`src/rtl/addressing_sequencer.sv`:
```
// Fetch/decode/execute sequencer for the AddressingUnit: holds IR, drives PC select lines,
// memory strobes with wait-state handshaking, and a sticky bus-timeout error.
module addressing_sequencer #(
    parameter int RESET_CYCLES = 2,
    parameter int WAIT_LIMIT   = 15
) (
    input  logic        clk,
    input  logic        rst,
    input  logic [15:0] instr,
    input  logic        mem_ready,
    input  logic        zero_flag,
    output logic [7:0]  Iside,
    output logic        ResetPC,
    output logic        PCplusI,
    output logic        PCplus1,
    output logic        Iplus0,
    output logic        Rplus0,
    output logic        PCenable,
    output logic        mem_rd,
    output logic        mem_wr,
    output logic        rf_wr,
    output logic [15:0] ir,
    output logic        halted,
    output logic        bus_err,
    output logic [2:0]  state
);

    localparam logic [2:0] S_RESET  = 3'd0;
    localparam logic [2:0] S_FETCH  = 3'd1;
    localparam logic [2:0] S_INCPC  = 3'd2;
    localparam logic [2:0] S_DECODE = 3'd3;
    localparam logic [2:0] S_MEM    = 3'd4;
    localparam logic [2:0] S_BRANCH = 3'd5;
    localparam logic [2:0] S_HALT   = 3'd6;
    localparam logic [2:0] S_ERROR  = 3'd7;

    localparam logic [3:0] OP_LDR  = 4'h1;
    localparam logic [3:0] OP_STR  = 4'h2;
    localparam logic [3:0] OP_LDI  = 4'h3;
    localparam logic [3:0] OP_JMP  = 4'h4;
    localparam logic [3:0] OP_BRZ  = 4'h5;
    localparam logic [3:0] OP_JR   = 4'h6;
    localparam logic [3:0] OP_HALT = 4'hF;

    localparam logic [15:0] RCNT_LAST = 16'(RESET_CYCLES - 1);
    localparam logic [15:0] WAIT_LAST = 16'(WAIT_LIMIT - 1);

    logic [2:0]  state_d;
    logic [15:0] ir_d;
    logic [15:0] wait_q, wait_d;
    logic [15:0] rcnt_q, rcnt_d;
    logic [3:0]  op;
    logic        rf_wr_d;
    logic        resetpc_d, pcplusi_d, pcplus1_d, iplus0_d, rplus0_d, pcenable_d;
    logic        mem_rd_d, mem_wr_d;

    assign op    = ir[15:12];
    assign Iside = ir[7:0];

    always_comb begin
        state_d = state;
        ir_d    = ir;
        wait_d  = wait_q;
        rcnt_d  = rcnt_q;
        rf_wr_d = 1'b0;
        case (state)
            S_RESET: begin
                if (rcnt_q == RCNT_LAST) state_d = S_FETCH;
                else rcnt_d = rcnt_q + 16'd1;
            end
            S_FETCH: begin
                if (mem_ready) begin
                    ir_d    = instr;
                    state_d = S_INCPC;
                end else if (wait_q == WAIT_LAST) begin
                    state_d = S_ERROR;
                end else begin
                    wait_d = wait_q + 16'd1;
                end
            end
            S_INCPC: state_d = S_DECODE;
            S_DECODE: begin
                case (op)
                    OP_LDR, OP_STR, OP_LDI: state_d = S_MEM;
                    OP_JMP, OP_JR:          state_d = S_BRANCH;
                    OP_BRZ:                 state_d = zero_flag ? S_BRANCH : S_FETCH;
                    OP_HALT:                state_d = S_HALT;
                    default:                state_d = S_FETCH;
                endcase
            end
            S_MEM: begin
                // Ready on the timeout cycle still completes the access.
                if (mem_ready) begin
                    rf_wr_d = (op == OP_LDR) || (op == OP_LDI);
                    state_d = S_FETCH;
                end else if (wait_q == WAIT_LAST) begin
                    state_d = S_ERROR;
                end else begin
                    wait_d = wait_q + 16'd1;
                end
            end
            S_BRANCH: state_d = S_FETCH;
            default:  state_d = state;
        endcase
        if ((state_d == S_FETCH || state_d == S_MEM) && state_d != state) wait_d = 16'd0;
    end

    // Outputs are decoded from the next state so they register in step with it.
    always_comb begin
        resetpc_d  = 1'b0;
        pcplusi_d  = 1'b0;
        pcplus1_d  = 1'b0;
        iplus0_d   = 1'b0;
        rplus0_d   = 1'b0;
        pcenable_d = 1'b0;
        mem_rd_d   = 1'b0;
        mem_wr_d   = 1'b0;
        case (state_d)
            S_RESET: begin
                resetpc_d  = 1'b1;
                pcenable_d = 1'b1;
            end
            S_FETCH: mem_rd_d = 1'b1;
            S_INCPC: begin
                pcplus1_d  = 1'b1;
                pcenable_d = 1'b1;
            end
            S_MEM: begin
                if (op == OP_LDI) iplus0_d = 1'b1;
                else rplus0_d = 1'b1;
                if (op == OP_STR) mem_wr_d = 1'b1;
                else mem_rd_d = 1'b1;
            end
            S_BRANCH: begin
                if (op == OP_JR) rplus0_d = 1'b1;
                else pcplusi_d = 1'b1;
                pcenable_d = 1'b1;
            end
            default: ;
        endcase
    end

    always_ff @(posedge clk) begin
        if (rst) begin
            state    <= S_RESET;
            ir       <= 16'd0;
            wait_q   <= 16'd0;
            rcnt_q   <= 16'd0;
            ResetPC  <= 1'b1;
            PCplusI  <= 1'b0;
            PCplus1  <= 1'b0;
            Iplus0   <= 1'b0;
            Rplus0   <= 1'b0;
            PCenable <= 1'b1;
            mem_rd   <= 1'b0;
            mem_wr   <= 1'b0;
            rf_wr    <= 1'b0;
            halted   <= 1'b0;
            bus_err  <= 1'b0;
        end else begin
            state    <= state_d;
            ir       <= ir_d;
            wait_q   <= wait_d;
            rcnt_q   <= rcnt_d;
            ResetPC  <= resetpc_d;
            PCplusI  <= pcplusi_d;
            PCplus1  <= pcplus1_d;
            Iplus0   <= iplus0_d;
            Rplus0   <= rplus0_d;
            PCenable <= pcenable_d;
            mem_rd   <= mem_rd_d;
            mem_wr   <= mem_wr_d;
            rf_wr    <= rf_wr_d;
            halted   <= (state_d == S_HALT);
            bus_err  <= (state_d == S_ERROR);
        end
    end

endmodule

```
`config.mk`:
```
export PLATFORM = sky130hd
export DESIGN_NAME = addressing_sequencer
export DESIGN_NICKNAME = d
export VERILOG_FILES = /design/src/rtl/addressing_sequencer.sv
export SDC_FILE = /design/constraint.sdc
export NUM_CORES = 1
export LEC_CHECK = 0
export ABC_AREA = 1
export CORE_MARGIN = 2
export CORE_UTILIZATION = 50
export DETAILED_ROUTE_END_ITERATION = 10
export MAX_ROUTING_LAYER = met4
export PLACE_DENSITY = 0.76
export SLEW_MARGIN = 20
export SYNTH_ARGS = -nofsm -noshare
export SYNTH_HDL_FRONTEND = slang
export SYNTH_SLANG_ARGS = --single-unit
export TNS_END_PERCENT = 50
```
`constraint.sdc`:
```
create_clock -name clk -period 2.35 [get_ports clk]
set_input_delay 0.47 -clock clk [delete_from_list [all_inputs] [get_ports clk]]
set_output_delay 0.47 -clock clk [all_outputs]
set_load 0.02 [all_outputs]
```
==> reports/metrics.cfg, run 1 <==
[critical_path]
end_kind=register
critical_path_class=reg2reg
worst-path-max-fanout=16
cp-start-kind=register
worstPathArrival_ps=2280
cp.required_ps=2560

[power_and_ir_drop]
p_total_mw=3.772
cellPowerDensity_mw_per_mm2=926.7
peakVddDrop_v=0.0005455
p_leak_nw=1.615

[timing]
setup_viol=0
slew_headroom=0.6463
rsz0062_at_grt=no
worst_pin_slew_ps=525.7
max_freq_mhz=484.2
skew_ps=6.865
hold_viol_final=0
drv_slew=0
fin_crit_sh=0.8789
fin_setup_tns_ps=0
period_needed_ps=2065

[routing]
via_per_inst=4.820
postRouteAntennaNets=0
first_pass_iters=4
route.detailed.drc=0
vias=2863
drt-initial-drc-count=153
wl_per_cell_um=11.59
routed_wl_um=6887

[clocking]
cts.htree.levels=3
cts_hold_buf=0
cts_tree=done
clk_latency_ps=340
path_clk_slew_ps=70
clock_path_buffers=2
cts_setup_buffers=0
numCtsBuffers=9
root_buffer=clkbuf_8
cts.sinks=62
cts_resized=0

[placed_design]
portBuffers=57
dp_hpwl_um=5145
globalplace.congestion=0.9153
dp_cells=578

[global_route]
grt_max_degree=22
grt_pass1_vias=2700
antenna_found_initial=0
grt_overflow=0
grt_pass1_wl_um=11760
track_usage=0.2043

[cells_and_area]
area.growth.synth_to_final_pct=24.35
drive_gt1_frac=0.1180
final_cells=594
n_antenna_cell=0
final_common_cell=nor2_1
post-route-util=0.6410
layout_common_cells=90 x nor2_1, 89 x nand2_1, 62 x dfxtp_1
finalNetCount=536

[yosys]
synth_seq_cells=62
syn-instance-count=456
netlist_area_mm2=0.003273
postSynthAreaPerCell_um2=7.178
yosys_warnings=0
seq_area_frac_synth=0.3792
syn-num-nets=480
synth.distinct_cells=31

[status]
status=finished clean

[floorplanning]
die_height_um=84.91
die-area_mm2=0.007210
start_util=0.5155
ios=58
core-area_mm2=0.006350
die_w_um=84.91
rows=29

[job]
max_cap_violations=0

[min_path]
hold_class=reg2reg

kinds of logic after synthesis:
group,Yosys count,share of synthesized area
adders and majority gates,4,0.01529
AOI/OAI and AO/OA,45,0.07913
xor gates and xnor gates,28,0.07492
buffers and inverters,76,0.1028
DFF,62,0.3792
and+or+nand+nor,241,0.3486
stage by stage:
step	area (µm²)	hold slack, ps	setup WS, ps
global route	4070	510.3	65.67
floorplan	3273	469.2	477.6
finish	4070	488.0	284.6
global placement	3866	464.3	72.45
CTS	4070	490.5	245.0
detailed placement	3866	478.7	-20.76
metal layers:
metal	vias to the layer above	part of all wire	global-route usage
li1	1516	-	-
met5	-	0	-
met3	14	0.058	0.05156
met1	1264	0.46	0.2485
met4	0	0.021	0.08514
met2	69	0.46	0.3236
critical path, cell delays in order (launching register included):
cell	delay, ps
dfxtp_1	470
inv_2	110
nor2_4	130
nand2_4	80
nor2_1	90
nor2_1	60
a21oi_2	140
nor2_1	70
nor2_1	140
nand3_1	120
nand2_1	90
nand2_2	60
nand2_4	290
nor2_1	80
state kept, by name (all words and copies together) (netlist names):
name and count:
Iplus0 1, PCenable 1, PCplus1 1, PCplusI 1, ResetPC 1, Rplus0 1
bus_err 1, halted 1, ir 16, mem_rd 1, mem_wr 1, rcnt_q 16
rf_wr 1, state 3, wait_q 16
power breakdown:
part	switching, mW	internal (mW)	leakage, nW
Clock	0.460	0.502	0.0968
Combinational	0.976	0.558	1.02
Sequential	0.107	1.17	0.503
Total	1.54	2.23	1.61
worst paths after layout:
kind	startpoint	to	slack (ps)	cells after the start
max	state[0]	wait_q[3]	280	13
min	ir[8]	ir[8]	490	2
max reg2reg	state[0]	wait_q[3]	280	13
min reg2reg	ir[8]	ir[8]	490	2
synthesized netlist by cell type:
| cell type | count | area share |
|---|---|---|
| xnor2_1 | 11 | 0.029 |
| inv_2 | 7 | 0.0080 |
| nand3_1 | 20 | 0.031 |
| a21oi_2 | 1 | 0.0027 |
| nand3_2 | 3 | 0.0092 |
| dfxtp_1 | 62 | 0.38 |
| buf_2 | 1 | 0.0015 |
| nor4_1 | 3 | 0.0057 |
| buf_1 | 1 | 0.0011 |
| nand2_1 | 89 | 0.10 |
| a21oi_1 | 19 | 0.029 |
| clkbuf_1 | 6 | 0.0069 |
| a21oi_4 | 2 | 0.0099 |
| nand2_2 | 5 | 0.0096 |
| o211ai_2 | 1 | 0.0038 |
| nand3_4 | 1 | 0.0054 |
| inv_1 | 50 | 0.057 |
| nor2_1 | 90 | 0.10 |
| ha_1 | 4 | 0.015 |
| nor3_2 | 3 | 0.0092 |
| o21ai_1 | 1 | 0.0015 |
| clkinv_1 | 1 | 0.0011 |
| buf_12 | 1 | 0.0061 |
| xor2_1 | 17 | 0.045 |
| nor3_1 | 6 | 0.0092 |
| buf_4 | 9 | 0.021 |
| o21ai_0 | 21 | 0.032 |
| nor2_4 | 12 | 0.041 |
| and3_1 | 1 | 0.0019 |
| nand2_4 | 4 | 0.014 |
| nand4_1 | 4 | 0.0076 |
area by class of cell:
cell class	instances	area, µm²
clock buffer	9	123.9
clock inverter	7	80.08
fill	580	2280
inverter	58	217.7
multi-input combinational	318	1695
sequential	62	1241
tap	77	96.34
timing repair buffer	63	615.6
No activity file was read; power rests on OpenSTA's default activity.
==> run 2, diff against run 1 <==
--- a/config.mk
+++ b/config.mk
@@ -6,11 +6,14 @@
 export NUM_CORES = 1
 export LEC_CHECK = 0
 export ABC_AREA = 1
+export ABC_CLOCK_PERIOD_IN_PS = 2350
+export CELL_PAD_IN_SITES_DETAIL_PLACEMENT = 0
+export CELL_PAD_IN_SITES_GLOBAL_PLACEMENT = 1
 export CORE_MARGIN = 2
-export CORE_UTILIZATION = 50
+export CORE_UTILIZATION = 38
 export DETAILED_ROUTE_END_ITERATION = 10
 export MAX_ROUTING_LAYER = met4
-export PLACE_DENSITY = 0.76
+export PLACE_DENSITY_LB_ADDON = 0.1
 export SLEW_MARGIN = 20
 export SYNTH_ARGS = -nofsm -noshare
 export SYNTH_HDL_FRONTEND = slang
==> run 2 against run 1 <==
Net effect: combinational power is 5% higher; non-clock buffer count is 1 higher; first-iteration DRC count is 26% lower; count of clock-buffer cells in the layout is 2 higher; largest cell class unchanged.
==> reports/metrics.cfg, run 2 (synthesis gave the netlist of run 1 again) <==
[clocking]
clk_latency_ps=350  ; was 340 ps
cts_tree=done  ; unchanged
numCtsBuffers=9  ; unchanged
root_buffer=clkbuf_8  ; unchanged
cts.htree.levels=3  ; unchanged
cts_setup_buffers=0  ; unchanged
cts_resized=0  ; unchanged
clock_path_buffers=2  ; unchanged
cts.sinks=62  ; unchanged
path_clk_slew_ps=70  ; about the same
cts_hold_buf=0  ; unchanged

[cells_and_area]
finalNetCount=537  ; was 536
largestRegisters=ir (16), rcnt_q (16), wait_q (16)  ; unchanged
multi_input_area_mm2=0.001695  ; unchanged
post-route-util=0.4949  ; was 0.6410
fillers=854  ; was 580
n_antenna_cell=0  ; unchanged
layout_common_cells=90 x nor2_1, 89 x nand2_1, 62 x dfxtp_1  ; unchanged
drive_gt1_frac=0.1180  ; unchanged
final_common_cell=nor2_1  ; unchanged
area.growth.synth_to_final_pct=25.50  ; was 24.35%
seqCellArea_mm2=0.001241  ; unchanged

[timing]
setup_viol=0  ; unchanged
fin_crit_sh=0.8706  ; was 0.8789
hold_viol_final=0  ; unchanged
drv_slew=0  ; unchanged
worst_pin_slew_ps=512.2  ; was 525.7 ps
rsz0062_at_grt=no  ; unchanged
slew_headroom=0.6554  ; was 0.6463
skew_ps=12.47  ; was 6.865 ps
period_needed_ps=2046  ; was 2065 ps
fin_setup_tns_ps=0  ; unchanged
max_freq_mhz=488.8  ; was 484.2 MHz
worst_slack_ps=304.1  ; was 284.6 ps

[power_and_ir_drop]
power_frac_clock=0.229  ; was 0.255
p_switching_mw=1.541  ; was 1.542 mW
peakVddDrop_v=0.0005854  ; was 0.0005455 V
p_leak_nw=1.624  ; was 1.615 nW
power_frac_seq=0.341  ; was 0.338
p_comb_frac=0.430  ; was 0.407
p_total_mw=3.729  ; was 3.772 mW
internal_power_mw=2.189  ; was 2.230 mW
cellPowerDensity_mw_per_mm2=907.9  ; was 926.7 mW/mm²
switching_share=0.4132  ; was 0.4089

[critical_path]
r2r_cells=13  ; unchanged
cp.required_ps=1880  ; was 2560 ps
worst-path-max-fanout=8  ; was 16
rr_endpoint=wait_q[13]  ; was wait_q[3]
critical_path_class=reg2out  ; was reg2reg
cp-start-kind=register  ; unchanged
slowest_stage=clkdlybuf4s50_1  ; was dfxtp_1
crit_family=buffers and inverters  ; was simple AND/OR/NAND/NOR gates
cp_cell_sequence=clkdlybuf4s50_1  ; was inv_2 -> nor2_4 -> nand2_4 -> nor2_1 -> nor2_1 -> a21oi_2 -> nor2_1 -> nor2_1 -> nand3_1 -> nand2_1 -> nand2_2 -> nand2_4 -> nor2_1
reg2reg_slack_ps=390  ; was 280 ps
path_buf_inv=1  ; unchanged
timing.rr.start=rcnt_q[0]  ; was state[0]
crit_path_max_incr_delay_ps=680  ; was 470 ps
worstPathArrival_ps=1580  ; was 2280 ps
end_kind=output pin  ; was register

[routing]
wl_per_cell_um=12.42  ; was 11.59 µm
via_per_inst=4.526  ; was 4.820
postRouteAntennaNets=0  ; unchanged
vias=2815  ; was 2863
drt-initial-drc-count=113  ; was 153
route.detailed.drc=0  ; unchanged
routed_wl_um=7726  ; was 6887 µm
first_pass_iters=4  ; unchanged

[global_route]
grt_overflow=0  ; unchanged
grt_max_degree=22  ; unchanged
grt_pass1_vias=2725  ; was 2700
grt_pass1_wl_um=13250  ; was 11760 µm
antenna_found_initial=0  ; unchanged
track_usage=0.1772  ; was 0.2043

[placed_design]
globalplace.congestion=0.7990  ; was 0.9153
portBuffers=57  ; unchanged
post-place-ws_ps=101.4  ; was -20.76 ps
dp_hpwl_um=5636  ; was 5145 µm

[min_path]
min_to=ir[10]  ; was ir[8]
min_path_cells=2  ; unchanged
hold_path_startpoint=ir[10]  ; was ir[8]
hold_class=reg2reg  ; unchanged

[job]
max_cap_violations=0  ; unchanged

[floorplanning]
die_w_um=96.81  ; was 84.91 µm
ios=58  ; unchanged
die-area_mm2=0.009372  ; was 0.007210 mm²
core-area_mm2=0.008299  ; was 0.006350 mm²
rows=33  ; was 29
start_util=0.3944  ; was 0.5155
die_height_um=96.81  ; was 84.91 µm

[status]
status=finished clean  ; unchanged

[run 2: cell count changes in the layout (fill, tap and decap cells not counted), sizes merged]
cell and change:
inv -3, clkbuf +2, clkinv +2, buf +1
bufinv -1, clkinvlp -1
[run 2: per-layer routing]
layer	up-vias	share of wire	global-route usage	wire, µm
met1	1239	0.51	0.2348	3909
met4	0	0.010	0.05525	77
met5	-	0	-	0
met2	49	0.44	0.2628	3394
li1	1516	-	-	-
met3	11	0.045	0.04913	345
[run 2: how the worst max path moves through the flow]
stage                         start          to  slack (ps)  cells after the start
after floorplan            state[0]  wait_q[15]         480                     14
after global placement    mem_ready  wait_q[13]         120                     11
after detailed placement  mem_ready   wait_q[8]         100                     11
after CTS                  state[2]    state[2]         290                      1
after global routing       state[1]   rcnt_q[2]         200                     12
final                      state[2]    state[2]         300                      1
[run 2: power groups by stage]
| stage | Combinational [mW] | Clock (mW) | Sequential (mW) |
|---|---|---|---|
| after detailed placement | 1.62 | 0 | 1.29 |
| after floorplan | 0.988 | 0 | 1.39 |
| after global placement | 1.62 | 0 | 1.29 |
| after global routing | 1.78 | 0.931 | 1.29 |
| final | 1.60 | 0.854 | 1.27 |
| after CTS | 1.62 | 0.890 | 1.27 |
[run 2: stage by stage]
step,instances,hold WS [ps],area (µm²)
2_1_floorplan,456,469.2,3273
3_3_place_gp,607,462.5,3934
3_5_place_dp,607,478.3,3934
4_1_cts,622,490.4,4108
5_1_grt,622,518.2,4108
6_report,622,482.9,4108
[run 2: cell type report]
cell class / instances / share of cell area
clock inverter: 4 / 0.005483
timing repair buffer: 64 / 0.1578
multi-input combinational: 318 / 0.4127
sequential: 62 / 0.3022
clock buffer: 11 / 0.03686
tap: 105 / 0.03198
inverter: 58 / 0.05300
==> run 3, diff against run 2 <==
--- a/config.mk
+++ b/config.mk
@@ -9,8 +9,9 @@
 export ABC_CLOCK_PERIOD_IN_PS = 2350
 export CELL_PAD_IN_SITES_DETAIL_PLACEMENT = 0
 export CELL_PAD_IN_SITES_GLOBAL_PLACEMENT = 1
-export CORE_MARGIN = 2
+export CORE_MARGIN = 4
 export CORE_UTILIZATION = 38
+export CTS_BUF_LIST = sky130_fd_sc_hd__clkbuf_4 sky130_fd_sc_hd__clkbuf_8 sky130_fd_sc_hd__clkbuf_16
 export DETAILED_ROUTE_END_ITERATION = 10
 export MAX_ROUTING_LAYER = met4
 export PLACE_DENSITY_LB_ADDON = 0.1
==> run 3 against run 2 <==
Net effect: first-iteration DRC count fell by 29%; cell area increased by 0.79%; flip-flop and latch count stayed put; wire length is 0.96% lower; clock power increased by 10%; combinational power hardly changed; register-to-register slack about the same; critical path depth unchanged; hold slack improved by 5.2 ps; total power increased by 2.4%; die area up 8.4%; critical endpoint unchanged; largest cell class unchanged; largest power group unchanged.
==> reports/metrics.cfg, run 3 (synthesis gave the netlist of run 1 again) <==
[floorplanning]
die_w_um=100.8  ; was 96.81 µm
core-area_mm2=0.008299  ; unchanged
ios=58  ; unchanged
die_height_um=100.8  ; was 96.81 µm
rows=33  ; unchanged
die-area_mm2=0.01016  ; was 0.009372 mm²
start_util=0.3944  ; unchanged

[timing]
skew_ps=14.70  ; was 12.47 ps
rsz0062_at_grt=no  ; unchanged
fin_setup_tns_ps=0  ; unchanged
max_freq_mhz=496.0  ; was 488.8 MHz
setup_viol=0  ; unchanged
slew_headroom=0.6549  ; was 0.6554
hold_viol_final=0  ; unchanged
worst_slack_ps=333.9  ; was 304.1 ps
fin_crit_sh=0.8579  ; was 0.8706
period_needed_ps=2016  ; was 2046 ps
worst_pin_slew_ps=512.9  ; was 512.2 ps
drv_slew=0  ; unchanged

[cells_and_area]
layout_common_cells=90 x nor2_1, 89 x nand2_1, 62 x dfxtp_1  ; unchanged
post-route-util=0.4989  ; was 0.4949
final_cells=624  ; was 622
n_antenna_cell=0  ; unchanged
area.growth.synth_to_final_pct=26.49  ; was 25.50%
largestRegisters=ir (16), rcnt_q (16), wait_q (16)  ; unchanged
final_common_cell=nor2_1  ; unchanged
finalNetCount=538  ; was 537
drive_gt1_frac=0.1214  ; was 0.1180

[placed_design]
globalplace.congestion=0.8850  ; was 0.7990
portBuffers=57  ; unchanged
dp_hpwl_um=5652  ; was 5636 µm
dp_cells=608  ; was 607
post-place-ws_ps=88.85  ; was 101.4 ps

[power_and_ir_drop]
internal_power_mw=2.260  ; was 2.189 mW
p_leak_nw=1.630  ; was 1.624 nW
p_comb_frac=0.423  ; was 0.430
p_total_mw=3.820  ; was 3.729 mW
peakVddDrop_v=0.0005427  ; was 0.0005854 V
p_switching_mw=1.560  ; was 1.541 mW
cellPowerDensity_mw_per_mm2=922.6  ; was 907.9 mW/mm²
power_frac_clock=0.247  ; was 0.229
switching_share=0.4085  ; was 0.4132
power_frac_seq=0.330  ; was 0.341

[critical_path]
end_kind=output pin  ; unchanged
cp-start-kind=register  ; unchanged
cp.required_ps=1880  ; about the same
worstPathArrival_ps=1550  ; was 1580 ps
crit_family=buffers and inverters  ; unchanged
critical_path_class=reg2out  ; unchanged
worst-path-max-fanout=8  ; unchanged
slowest_stage=clkdlybuf4s50_1  ; unchanged
crit_path_max_incr_delay_ps=680  ; about the same
cp_cell_sequence=clkdlybuf4s50_1  ; unchanged
path_buf_inv=1  ; unchanged

[min_path]
hold_class=reg2reg  ; unchanged

[clocking]
clock_path_buffers=2  ; unchanged
numCtsBuffers=9  ; unchanged
cts_resized=0  ; unchanged
cts_setup_buffers=0  ; unchanged
cts.htree.levels=3  ; unchanged
cts_tree=done  ; unchanged
path_clk_slew_ps=70  ; about the same
root_buffer=clkbuf_8  ; unchanged
cts.sinks=62  ; unchanged
cts_hold_buf=0  ; unchanged
clk_latency_ps=340  ; was 350 ps

[routing]
wl_per_cell_um=12.26  ; was 12.42 µm
vias=2851  ; was 2815
first_pass_iters=6  ; was 4
drt-initial-drc-count=80  ; was 113
via_per_inst=4.569  ; was 4.526
route.detailed.drc=0  ; unchanged
routed_wl_um=7652  ; was 7726 µm
postRouteAntennaNets=0  ; unchanged

[global_route]
antenna_found_initial=0  ; unchanged
track_usage=0.1633  ; was 0.1772
grt_pass1_vias=2809  ; was 2725
grt_pass1_wl_um=12850  ; was 13250 µm
grt_overflow=0  ; unchanged
grt_max_degree=22  ; unchanged

[job]
max_cap_violations=0  ; unchanged

[status]
status=finished clean  ; unchanged

-- run 3: cell types whose count changed in the layout (fill, tap and decap cells not counted) --
cell	delta
buf_4	+1
clkinv_4	+2
clkinvlp_4	+2
bufinv_16	+1
clkinv_2	-2
clkbuf_8	-2
-- run 3: metal layers --
metal	part of all wire	track usage
met5	0	-
met4	0.010	0.05285
met3	0.046	0.05121
met2	0.45	0.2466
met1	0.49	0.2077
-- run 3: power by group through the flow --
stage	clock, mW	combinational [mW]	sequential [mW]
global route	1.02	1.79	1.28
finish	0.943	1.61	1.26
detailed placement	0	1.64	1.28
global placement	0	1.64	1.28
CTS	0.983	1.64	1.26
floorplan	0	0.988	1.39
-- run 3: layout make-up --
type / count / area [µm²]
clock inverter: 7 / 75.07
timing repair buffer: 65 / 655.6
inverter: 58 / 217.7
multi-input combinational: 318 / 1695
tap: 105 / 131.4
clock buffer: 9 / 123.9
fill: 872 / 4159
sequential: 62 / 1241
-- run 3: path summary, 6_finish.rpt --
path | startpoint | slack, ps | endpoint | cells past startpoint
min reg2reg | ir[10] | 490 | ir[10] | 2
min | ir[10] | 490 | ir[10] | 2
max reg2reg | wait_q[0] | 380 | wait_q[13] | 15
max | state[2] | 330 | state[2] | 1
-- run 3: stage by stage --
step | cell area (µm²) | hold WS (ps)
2_1_floorplan | 3273 | 469.2
3_3_place_gp | 3941 | 461.4
3_5_place_dp | 3941 | 475.9
4_1_cts | 4140 | 491.9
5_1_grt | 4140 | 524.3
6_report | 4140 | 488.1
==> edit 1, RTL diff (flow settings as in run 2) <==
Make the reset (`rst`) asynchronous in one clocked block.
--- a/src/rtl/addressing_sequencer.sv
+++ b/src/rtl/addressing_sequencer.sv
@@ -141,5 +141,5 @@
     end
 
-    always_ff @(posedge clk) begin
+    always_ff @(posedge clk or posedge rst) begin
         if (rst) begin
             state    <= S_RESET;
Function: differs if rst is asserted again (counterexample within 4 cycles, from zero or initial values and one cycle with rst high); with rst held inactive, the same outputs for 10 cycles.
==> edit 1 against run 2 <==
Fmax fell by 0.69%; design area rose by 6.9%; sequential share of layout area rose by 5.2 points; area after synthesis rose by 4.1%; cell count did not move; critical path depth rose by 15; routed wire length fell by 0.34%; worst setup slack got worse by 14 ps; count of clock-buffer cells in the layout fell by 2; synthesized cell count fell by 3.3%; first-iteration DRC count fell by 13%; sequential cell count did not move; critical path type is now flip-flop to flip-flop.
Power is not compared: it rests on default switching activity, and its combinational part moved more than twofold at a synthesized area within 25%.
==> edit 1: results (changes against run 2) <==
Run status
Result of the run: completed (unchanged).

Critical path
The slowest cell on the critical path is sky130_fd_sc_hd__dfrtp_1 (was sky130_fd_sc_hd__clkdlybuf4s50_1). The endpoint of the most critical setup path is wait_q[1] (was state[2]).

Synth
Leading cell types by count after synthesis: sky130_fd_sc_hd__nand2_1 (157), sky130_fd_sc_hd__dfrtp_1 (60), sky130_fd_sc_hd__nor2_1 (46), sky130_fd_sc_hd__inv_1 (36) (was sky130_fd_sc_hd__nor2_1 (90), sky130_fd_sc_hd__nand2_1 (89), sky130_fd_sc_hd__dfxtp_1 (62), sky130_fd_sc_hd__inv_1 (50), sky130_fd_sc_hd__o21ai_0 (21)). The post-synthesis cell count is 441 (was 456). The most used flip-flop cell after synthesis is sky130_fd_sc_hd__dfrtp_1 (was sky130_fd_sc_hd__dfxtp_1).

The area fraction in compound gates after synthesis is 4.59% (was 7.91%). The xor and xnor fraction of the mapped netlist area is 6.94% (was 7.49%). The adder and majority gate portion of the synthesized area came to 1.47% (was 1.53%). The sequential fraction of the synthesis area is 45.6% (was 37.9%). The number of distinct standard cells referenced by the synthesized netlist is 33 (was 31).

Drt
The routed wire length per instance was 12.4 um (about the same). The sum of met2 wire segment lengths after detailed routing is 3740 um (was 3390 um). The per-cell via count in the routed design was 4.69 (was 4.53).

Finish
The layout inverter count without the clock tree is 44 (was 58). The post-synthesis to final-layout area growth came to 28.9% (was 25.5%). The sequential cell count is 62 (unchanged). The number of non-clock buffers in the layout is 73 (was 64).

The sequential standard cell area is 1550 um^2 (was 1240 um^2). The multi-input combinational cell count is 319 (was 318). The layout buffering overhead excluding clock cells is 16.9% (was 15.8%). The number of fill cells is 853 (was 854).

Placement
The post-placement cell area is 4170 um^2 (was 3930 um^2). The final RePlAce weighted congestion is 0.868 (was 0.799). The post-placement cell count is 606 (was 607). The pre-CTS worst setup slack was 36.0 ps (was 101 ps).

Global routing
The routing usage on met2 is 27.1% (was 26.3%). The global-route wire length before repair is 13,200 um (about the same). The met3 capacity usage during global routing is 2.84% (was 4.91%). The number of global-route vias before repair is 2,856 (was 2,725). The maximum number of pins on one net before global-route repair is 25 (was 22). The global routing usage on met1 is 22.1% (was 23.5%).

Min path
The class of the most critical hold timing path is input port to async pin (was flip-flop to flip-flop).

Timing
The final worst-path cycle share was 87.7% (was 87.1%). The clock skew after layout is 10.9 ps (was 12.5 ps).
[edit 1: changes by cell type in the layout (fill, tap and decap cells not counted), moves of 4 or more]
cell | before | now
sky130_fd_sc_hd__nor3_1 | 6 | 10
sky130_fd_sc_hd__xnor2_1 | 11 | 6
sky130_fd_sc_hd__inv_1 | 50 | 35
sky130_fd_sc_hd__nor2_1 | 90 | 46
sky130_fd_sc_hd__dfxtp_1 | 62 | 0
sky130_fd_sc_hd__xor2_1 | 17 | 21
sky130_fd_sc_hd__buf_4 | 5 | 12
sky130_fd_sc_hd__dfrtp_1 | 0 | 60
sky130_fd_sc_hd__nand4_1 | 4 | 9
sky130_fd_sc_hd__o21ai_0 | 21 | 7
sky130_fd_sc_hd__nor2_4 | 12 | 0
sky130_fd_sc_hd__nand2_1 | 89 | 157
[edit 1: power breakdown]
group | switching [mW] | internal (mW) | leakage (nW)
Clock | 0.464 | 0.601 | 0.106
Combinational | 0.0285 | 0.0342 | 1.30
Sequential | 0 | 1.07 | 0.802
Total | 0.493 | 1.70 | 2.20
==> edit 2, RTL diff (flow settings as in run 2) <==
Without the edit above. `WAIT_LIMIT`: 15 -> 11.
--- a/src/rtl/addressing_sequencer.sv
+++ b/src/rtl/addressing_sequencer.sv
@@ -3,5 +3,5 @@
 module addressing_sequencer #(
     parameter int RESET_CYCLES = 2,
-    parameter int WAIT_LIMIT   = 15
+    parameter int WAIT_LIMIT   = 11
 ) (
     input  logic        clk,
Formal check against the unedited RTL: same outputs for any inputs over 10 cycles, from zero or initial values and one cycle with rst high; that may be too few to reach the edited logic, so the function may still have changed.
==> edit 2 against run 2 <==
Worst setup slack improved by 41 ps; area after synthesis shrank 2.2%; design area decreased by 0.85%; clock power grew 22%; via count grew 3.1%; sequential cell count unchanged; combinational power is 13% lower; die area fell by 2.1%; sequential power grew 3%; total power grew 0.35%; routed wire length decreased by 5.9%.
==> edit 2: results (changes against run 2) <==
Run status
Result of the run: completed (unchanged).

CTS
The CTS buffer count came to 9 (unchanged). The clock-pin slew on the worst setup and hold paths came to 70 ps (about the same).

Timing
The measured slew at the worst slew-check pin was 447 ps (was 512 ps). The clock skew after layout came to 11.9 ps (was 12.5 ps).

Global routing
The global-route usage over all layers is 18.1% (was 17.7%). The global routing usage on met1 was 23.0% (was 23.5%). The global-route wire length before repair was 12,600 um (was 13,200 um). The met3 capacity usage during global routing is 4.54% (was 4.91%). The routing usage on met2 is 27.6% (was 26.3%). The number of global-route vias before repair was 2,807 (was 2,725). The initial antenna violation count was 0 (unchanged).

Synth
The synthesized area divided by synthesized cell count came to 6.96 um^2 (was 7.18 um^2). The area fraction in compound gates after synthesis is 7.62% (was 7.91%). Ranking of synthesized cells by area: sky130_fd_sc_hd__dfxtp_1 (39%), sky130_fd_sc_hd__nor2_1 (10%), sky130_fd_sc_hd__nand2_1 (9.6%) (was sky130_fd_sc_hd__dfxtp_1 (38%), sky130_fd_sc_hd__nor2_1 (10%), sky130_fd_sc_hd__nand2_1 (10%)). The adder and majority gate portion of the synthesized area is 1.56% (was 1.53%). The sequential fraction of the synthesis area was 38.8% (was 37.9%). The xor and xnor fraction of the mapped netlist area came to 4.93% (was 7.49%). The net count after synthesis is 484 (was 480). The multiplexer share of the synthesized area is 0.313% (was 0%).

Drt
The sum of met2 wire segment lengths after detailed routing is 3230 um (was 3390 um). The detailed-routing wirelength on met1 is 3640 um (was 3910 um). The per-cell via count in the routed design is 4.62 (was 4.53). The routed wire length per instance came to 11.6 um (was 12.4 um). The number of DRC markers in iteration 0 is 102 (was 113). The highest metal layer with signal wires is met4 (unchanged). The length of routed met3 wiring came to 305 um (was 345 um).

Placement
The pre-CTS worst setup slack is 15.4 ps (was 101 ps). The post-placement cell count is 613 (was 607). The detailed placer's ending HPWL is 5200 um (was 5640 um). The final RePlAce weighted congestion was 0.837 (was 0.799). The post-placement cell area came to 3860 um^2 (was 3930 um^2).

Finish
The number of fill cells is 856 (was 854). The count of nets after finishing is 543 (was 537). The share of cells above drive strength 1 was 11.6% (was 11.8%). The combined area of the multi-input logic cells was 1620 um^2 (was 1700 um^2). The final cell count without fillers came to 629 (was 622).

Pwr
The static leakage is 1.72 nW (was 1.62 nW). The sequential power came to 1.31 mW (was 1.27 mW). The total power per unit cell area is 919 nW/um^2 (was 908 nW/um^2). The peak supply drop is 421 uV (was 585 uV).

Critical path
The maximum fanout along the worst path is 7 (was 8). The critical path data arrival time came to 1540 ps (was 1580 ps).
## edit 2: changes by cell type in the layout (fill, tap and decap cells not counted), sizes merged, moves of 3 or more
cell,run 2,this run
xnor2,11,3
o21ai,22,29
a21oi,22,17
nand4,4,9
nand2,98,95
nand3,24,27
## edit 2: worst paths after layout
check,from,endpoint,slack (ps),depth (start not counted)
setup / recovery,state[1],state[1],340,1
hold / removal,rcnt_q[4],rcnt_q[4],510,2
setup reg to reg,state[0],wait_q[3],400,12
hold reg to reg,rcnt_q[4],rcnt_q[4],510,2
## edit 2: layout make-up
class / count / area share [%]
Clock buffer: 12 / 3.56
Clock inverter: 4 / 1.72
Inverter: 60 / 5.65
Multi-Input combinational cell: 321 / 39.9
Sequential cell: 62 / 30.5
Tap cell: 105 / 3.23
Timing Repair Buffer: 65 / 15.5
